**src/rtl/counter_pkg.sv**
```systemverilog
// Shared definitions for the up/down modulo counter: FSM state encoding,
// direction constants and the width helper used for the default NBITS.
package counter_pkg;

  typedef enum logic {
    COUNTING = 1'b0,
    HALTED   = 1'b1
  } state_e;

  localparam logic DIR_UP   = 1'b1;
  localparam logic DIR_DOWN = 1'b0;

  // Smallest width able to hold values 0..value-1; never less than 1 bit.
  function automatic int unsigned CeilLog2(input int unsigned value);
    int unsigned result;
    result = 0;
    while ((64'd1 << result) < 64'(value)) begin
      result++;
    end
    if (result == 0) begin
      result = 1;
    end
    return result;
  endfunction

endpackage

```
**src/rtl/counter_updown_modulo.sv**
```systemverilog
// Up/down modulo counter with run-time limit, synchronous parallel load,
// one-shot halt-at-terminal mode and a registered wrap pulse for cascading.
module counter_updown_modulo
  import counter_pkg::*;
#(
  parameter int unsigned MAX_MODULUS = 16,
  parameter int unsigned NBITS       = CeilLog2(MAX_MODULUS)
) (
  input  logic             clk,
  input  logic             reset,
  input  logic             enable,
  input  logic             up_down,
  input  logic             load,
  input  logic [NBITS-1:0] load_value,
  input  logic [NBITS-1:0] limit,
  input  logic             one_shot,
  output logic [NBITS-1:0] counter,
  output logic             flag,
  output logic             wrap,
  output logic             done
);

  localparam logic [NBITS-1:0] TOP_VALUE = NBITS'(MAX_MODULUS - 1);

  state_e           state_q, state_d;
  logic [NBITS-1:0] counter_q, counter_d;
  logic             wrap_q, wrap_d;
  logic             done_q, done_d;
  logic [NBITS-1:0] limit_eff;
  logic             terminal;

  // Keep the count inside 0..MAX_MODULUS-1 even when the limit port is wider
  // than the modulus needs; a power-of-two modulus needs no clamp at all.
  generate
    if ((64'd1 << NBITS) > 64'(MAX_MODULUS)) begin : g_limit_clamp
      always_comb limit_eff = (limit > TOP_VALUE) ? TOP_VALUE : limit;
    end else begin : g_limit_pass
      always_comb limit_eff = limit;
    end
  endgenerate

  // Terminal condition for the current direction; >= lets a shrinking limit
  // make the next up-step terminal immediately.
  always_comb begin
    if (up_down == DIR_UP) begin
      terminal = (counter_q >= limit_eff);
    end else begin
      terminal = (counter_q == '0);
    end
  end

  // Next-state logic: load beats enable; HALTED ignores enable entirely.
  always_comb begin
    state_d   = state_q;
    counter_d = counter_q;
    wrap_d    = 1'b0;
    done_d    = done_q;
    if (load) begin
      counter_d = (load_value > limit_eff) ? limit_eff : load_value;
      state_d   = COUNTING;
      done_d    = 1'b0;
    end else if (state_q == COUNTING && enable) begin
      if (!terminal) begin
        if (up_down == DIR_UP) begin
          counter_d = counter_q + 1'b1;
        end else begin
          counter_d = counter_q - 1'b1;
        end
      end else if (one_shot) begin
        state_d = HALTED;
        done_d  = 1'b1;
        wrap_d  = 1'b1;
      end else begin
        counter_d = (up_down == DIR_UP) ? '0 : limit_eff;
        wrap_d    = 1'b1;
      end
    end
  end

  // State, count and registered status outputs with synchronous reset.
  always_ff @(posedge clk) begin
    if (reset) begin
      state_q   <= COUNTING;
      counter_q <= '0;
      wrap_q    <= 1'b0;
      done_q    <= 1'b0;
    end else begin
      state_q   <= state_d;
      counter_q <= counter_d;
      wrap_q    <= wrap_d;
      done_q    <= done_d;
    end
  end

  assign counter = counter_q;
  assign flag    = terminal;
  assign wrap    = wrap_q;
  assign done    = done_q;

endmodule
```
**config.mk**
```make
export PLATFORM = sky130hd
export DESIGN_NAME = counter_updown_modulo
export DESIGN_NICKNAME = d
export VERILOG_FILES = /design/src/rtl/counter_pkg.sv /design/src/rtl/counter_updown_modulo.sv
export SDC_FILE = /design/constraint.sdc
export NUM_CORES = 1
export LEC_CHECK = 0
export ABC_AREA = 1
export CORE_ASPECT_RATIO = 0.75
export CORE_MARGIN = 2
export CORE_UTILIZATION = 39
export CTS_CLUSTER_DIAMETER = 100
export DETAILED_ROUTE_END_ITERATION = 16
export PLACE_DENSITY = 0.78
export SYNTH_ARGS = -nofsm -noshare
export SYNTH_HDL_FRONTEND = slang
export SYNTH_SLANG_ARGS = --single-unit
```
**constraint.sdc**
```tcl
create_clock -name clk -period 1.4 [get_ports clk]
set_input_delay 0.28 -clock clk [delete_from_list [all_inputs] [get_ports clk]]
set_output_delay 0.28 -clock clk [all_outputs]
set_load 0.01 [all_outputs]
```
==> results of run 1 <==
==> synthesized netlist by cell type, types with 2 or more instances <==
cell type	instances	area, sq um
o31ai_1	2	15.0
dfxtp_1	6	120
inv_1	25	93.8
nor2_1	4	15.0
a21oi_1	7	35.0
nand3_1	17	85.1
inv_2	2	7.51
nand2_1	44	165
nand2_2	2	12.5
ha_1	10	125
==> routing by layer <==
| layer | routed length, microns | GRT usage (%) | part of all wire, % |
|---|---|---|---|
| met5 | 0 | 0 | 0 |
| met4 | 11 | 3.50 | 0.39 |
| met2 | 1420 | 44.3 | 51 |
| met3 | 197 | 4.32 | 7.0 |
| met1 | 1180 | 33.0 | 42 |
==> flip-flops by register name (all words and copies together) (netlist names) <==
name	count
counter	4
done	1
wrap	1
==> layout make-up <==
type	instances	area (sq um)	share of cell area (%)
Clock buffer	4	26.3	2.02
Inverter	27	106	8.17
Multi-Input combinational cell	92	631	48.4
Sequential cell	6	126	9.70
Tap cell	22	27.5	2.11
Timing Repair Buffer	45	385	29.6
==> final timing paths <==
check,from,end,slack [ns],depth (start not counted)
worst max-delay path,counter[0],flag,-0.37,11
worst min register to register,done,done,0.49,2
worst min-delay path,limit[1],counter[1],0.47,5
worst max register to register,counter[0],counter[3],-0.27,16
==> through the flow <==
step	area (sq um)	hold WS, ns	power (mW)	setup WS [ns]
2_1_floorplan	766	0.418	0.485	0.00239
3_3_place_gp	1160	0.463	0.720	-0.868
3_5_place_dp	1160	0.484	0.741	-0.902
4_1_cts	1250	0.491	0.969	-0.310
5_1_grt	1300	0.473	1.12	-0.460
6_report	1300	0.473	1.04	-0.375
==> placed cells by master, fill, tap and decap left out, types with 3 or more instances in the layout <==
| master | n |
|---|---|
| inv_2 | 7 |
| nand2_2 | 7 |
| inv_1 | 18 |
| ha_1 | 6 |
| clkbuf_4 | 3 |
| nand3_1 | 14 |
| dlymetal6s2s_1 | 4 |
| clkdlybuf4s50_1 | 5 |
| nand2_1 | 38 |
| nor2_1 | 4 |
| ha_4 | 4 |
| a21oi_2 | 4 |
| nand3_2 | 3 |
| a21oi_1 | 3 |
| dfxtp_1 | 3 |
| dlygate4sd2_1 | 6 |
| buf_4 | 24 |
==> kinds of logic (layout without fill, tap and decap cells) <==
kind of cell,after synthesis,after routing,synth area share [%]
fa+ha+maj,11,11,19.6
flops,6,6,16.2
simple gates,71,71,42.5
buf+inv,27,76,13.7
compound gates,9,9,6.77
xor+xnor,1,1,1.18
==> timing repair <==
item                                    4_1_cts  5_1_grt
resized for setup                            28       23
pin swaps                                     7        6
hold endpoints to repair                      0        0
endpoints found under the setup margin       11        8
buffers inserted                              3        1
==> critical path, cell delays in order (launching register included) <==
cell and delay (ns):
dfxtp_4 0.35, inv_4 0.04, ha_4 0.25, inv_2 0.03
nand2_2 0.05, nand2_2 0.04, nand2_1 0.06, nand2_1 0.07
nand2_2 0.11, nand2_4 0.06, inv_2 0.08, buf_6 0.11
==> power groups by stage <==
stage / sequential, mW / clock [mW] / combinational (mW)
after detailed placement: 0.209 / 0 / 0.533
after CTS: 0.207 / 0.185 / 0.577
after global placement: 0.207 / 0 / 0.512
final: 0.207 / 0.194 / 0.641
after floorplan: 0.227 / 0 / 0.257
after global routing: 0.208 / 0.211 / 0.699
==> impl_metrics.tcl, run 1 <==
set metrics [dict create \
    antenna_found_initial 0 \
    p_comb_share_pct 61.5 \
    setup_viol 6 \
    cts_sinks 6 \
    synth_edf_count 0 \
    post-route-util_pct 74.1 \
    drt.antenna.violating_nets 0 \
    maxSlewViolCount 0 \
    maxCapViolations 0 \
    fin_crit_ns 1.77 \
    rows 13 \
    fin_ws_ns -0.375 \
    period_share_pct 127 \
    cts_buffer_depth 2 \
    crit_fanout 2 \
    globalRouteTotalUtil_pct 25.5 \
    synth_cells 125 \
    synth_warnings 0 \
    synthFlopType "dfxtp_1" \
    n_fill_cell 126 \
    wl_per_cell_microns 14.3 \
    p_leak_nw 0.749 \
    vias 1011 \
    drtPass1Iterations 4 \
    power_switching_mw 0.442 \
    die_w_microns 54.3 \
    first_iter_violations 48 \
    drt_wl_total_microns 2800 \
    clk_latency_ns 0.26 \
    core_sq_um 1760 \
    setup_tns_ns -1.58 \
    grt_pass1_wl_microns 4320 \
    vias_per_cell 5.16 \
    cts_hold_buffers 0 \
    syn_to_final_growth_pct 76.1 \
    ys_ff_latch 6 \
    cts_tree "yes" \
    synth_seq_area_share_pct 16.2 \
    yosysUniqueCellTypes 16 \
    rsz0062_at_grt "true" \
    async_flop_share_pct 0 \
    hold_violations 0 \
    antenna_cells 0 \
    clk_pin_slew_ns 0.05 \
    irDropWorstVdd_uv 537 \
    endpoint_kind "output pin" \
    status "finished, violations left" \
    io_pins 21 \
    p_int_mw 0.600 \
    post-place-cells 189 \
    criticalPathCategory "reg2out" \
    synth_area_sq_um 739 \
    syn_nets 150 \
    crit_path_start_kind "flop" \
    worstPathRequired_ns 1.12 \
    violations "setup timing" \
    cp.arrival_ns 1.49 \
    grt_max_degree 7 \
    drcViolationCount 0 \
    cts_root_buffer "clkbuf_4" \
    die_h_microns 41.7 \
    hp-class "in2reg" \
    avgSynthCellArea_sq_um 5.92 \
    final_cells 196 \
    die-area_sq_um 2260 \
    drive_gt1_share_pct 37.9 \
    gp_congestion 0.877 \
    io_buffers 20 \
    p_seq_share_pct 19.9 \
    gr-total-overflow 0 \
    initial_core_util_pct 42.1 \
    p_clk_share_pct 18.6 \
    relSlewSlack_pct 84.9 \
    num-nets-final 200 \
    worst_pin_slew_ns 0.226 \
    hpwlAfterDp_microns 1830 \
    fmax_mhz 563 \
    p_sw_share_pct 42.4 \
    numCtsBuffers 3 \
    skew_ns 0.000506 \
    power_density_nw_per_um2 800 \
    htree_levels 1 \
    grt_pass1_vias 1007 \
]
Power figures use the tool's default switching activity.
==> inputs of run 2 (changes only) <==
--- a/config.mk
+++ b/config.mk
@@ -11,7 +11,7 @@
 export CORE_UTILIZATION = 39
 export CTS_CLUSTER_DIAMETER = 100
 export DETAILED_ROUTE_END_ITERATION = 16
-export PLACE_DENSITY = 0.78
+export PLACE_DENSITY = 0.75
 export SYNTH_ARGS = -nofsm -noshare
 export SYNTH_HDL_FRONTEND = slang
 export SYNTH_SLANG_ARGS = --single-unit
==> constraint.sdc (replaced) <==
create_clock -name clk -period 2 [get_ports clk]
set_input_delay 0.4 -clock clk [delete_from_list [all_inputs] [get_ports clk]]
set_output_delay 0.4 -clock clk [all_outputs]
set_load 0.01 [all_outputs]
==> run 2 against run 1 <==
- the flow now finishes without violations
- clock-buffer cell count decreased by 1
- critical endpoint is now counter[3]
- die area unchanged
- sequential cell count unchanged
- total power decreased by 41%
- clock skew increased by 0.0030 ns
- final cell count decreased by 3.6%
==> impl_metrics.tcl, run 2 (same netlist as run 1, synthesis figures left out) <==
set metrics [dict create \
    status "completed" \
    gr-total-overflow 0 \
    grt_pass1_vias 822 \
    drt.antenna.violating_nets 0 \
    antenna_found_initial 0 \
    drtPass1Iterations 4 \
    period_share_pct 95.9 \
    drt_wl_total_microns 2050 \
    n_fill_cell 158 \
    relSlewSlack_pct 82.6 \
    fmax_mhz 521 \
    fin_crit_ns 1.92 \
    skew_ns 0.00347 \
    initial_core_util_pct 42.1 \
    multi_input_area_sq_um 534 \
    gp_congestion 0.899 \
    crit_path_start_kind "input pin" \
    endpoint_kind "flop" \
    reg2reg_from "counter[0]" \
    maxCapViolations 0 \
    worst_pin_slew_ns 0.261 \
    regArea_sq_um 120 \
    postPlaceCellArea_sq_um 1090 \
    final_cells 189 \
    num-nets-final 194 \
    drive_gt1_share_pct 20.4 \
    fin_ws_ns 0.0818 \
    cts_hold_buffers 0 \
    syn_to_final_growth_pct 53.6 \
    p_leak_nw 0.650 \
    irDropWorstVdd_uv 406 \
    setup_tns_ns 0 \
    final_common_cell "nand2_1" \
    cts_buffer_depth 2 \
    vias 903 \
    clk_latency_ns 0.24 \
    power.total_mw 0.609 \
    startpoint "up_down" \
    vias_per_cell 4.78 \
    grt_max_degree 7 \
    power_density_nw_per_um2 536 \
    drcViolationCount 0 \
    cts_tree "yes" \
    min-delay-start "done" \
    post-route-util_pct 64.7 \
    numCtsBuffers 3 \
    rows 13 \
    io_buffers 20 \
    first_iter_violations 11 \
    criticalPathCategory "in2reg" \
    htree_levels 1 \
    setup_viol 0 \
    cp.arrival_ns 2.06 \
    grt_pass1_wl_microns 3360 \
    maxSlewViolCount 0 \
    worstPathRequired_ns 2.14 \
    clk_pin_slew_ns 0.04 \
    antenna_cells 0 \
    die_w_microns 54.3 \
    post-place-cells 184 \
    fin_area_sq_um 1140 \
    crit_fanout 4 \
    cts_root_buffer "clkbuf_4" \
    final_cell_mix "44 x nand2_1, 24 x inv_1, 19 x buf_4" \
    cts_sinks 6 \
    largest_reg_flops 4 \
    hpwlAfterDp_microns 1710 \
    io_pins 21 \
    globalRouteTotalUtil_pct 20.3 \
    die_h_microns 41.7 \
    wl_per_cell_microns 10.8 \
    die-area_sq_um 2260 \
    hp-class "reg2reg" \
    hold_violations 0 \
    rsz0062_at_grt "false" \
    place_worst_setup_slack_ns -0.578 \
    core_sq_um 1760 \
    whs_ns 0.477 \
]
==> run 2: cell types whose count changed in the layout (fill, tap and decap cells not counted), sizes merged <==
cell,delta
dlymetal6s2s,-4
clkdlybuf4s50,+10
clkbuf,-2
dlygate4sd2,-4
clkdlybuf4s15,-1
buf,-6
==> run 2: critical path: stages <==
cell             delay [ns]
clkdlybuf4s50_1        0.49
inv_2                  0.07
buf_4                  0.15
ha_1                   0.33
a21oi_2                0.15
nand3_1                0.08
nand2_1                0.07
nand2_1                0.06
nand3_1                0.07
nand3_1                0.08
nand2_1                0.06
inv_1                  0.03
==> run 2: path summary, 6_finish.rpt <==
check                                   to  slack, ns  cells past startpoint
worst max-delay path            counter[3]       0.08                     12
worst min-delay path                  done       0.48                      2
worst max register to register  counter[3]       0.30                     16
worst min register to register        done       0.48                      2
==> run 2: layer usage <==
layer / global-route usage, % / part of all wire, % / wire length [microns] / vias up
met2: 31.1 / 48 / 991 / 14
met5: 0 / 0 / 0 / -
met3: 7.55 / 4.5 / 92 / 0
li1: - / - / - / 477
met4: 1.50 / 0 / 0 / 0
met1: 28.1 / 47 / 965 / 412
==> run 2: power breakdown <==
group / internal [mW] / total (mW) / switching (mW)
clock: 0.0677 / 0.108 / 0.0406
sequential: 0.133 / 0.142 / 0.00876
combinational: 0.175 / 0.359 / 0.184
==> run 2: final cells by class <==
class | instances | share of cell area (%)
Clock buffer | 3 | 1.98
Timing Repair Buffer | 39 | 29.1
Sequential cell | 6 | 10.6
Inverter | 27 | 8.92
Multi-Input combinational cell | 92 | 47.0
Tap cell | 22 | 2.42
==> run 2: timing repair <==
action	CTS	global route
buffers inserted	2	0
endpoints found under the setup margin	3	2
gates resized for setup	10	4
pin swaps	3	1
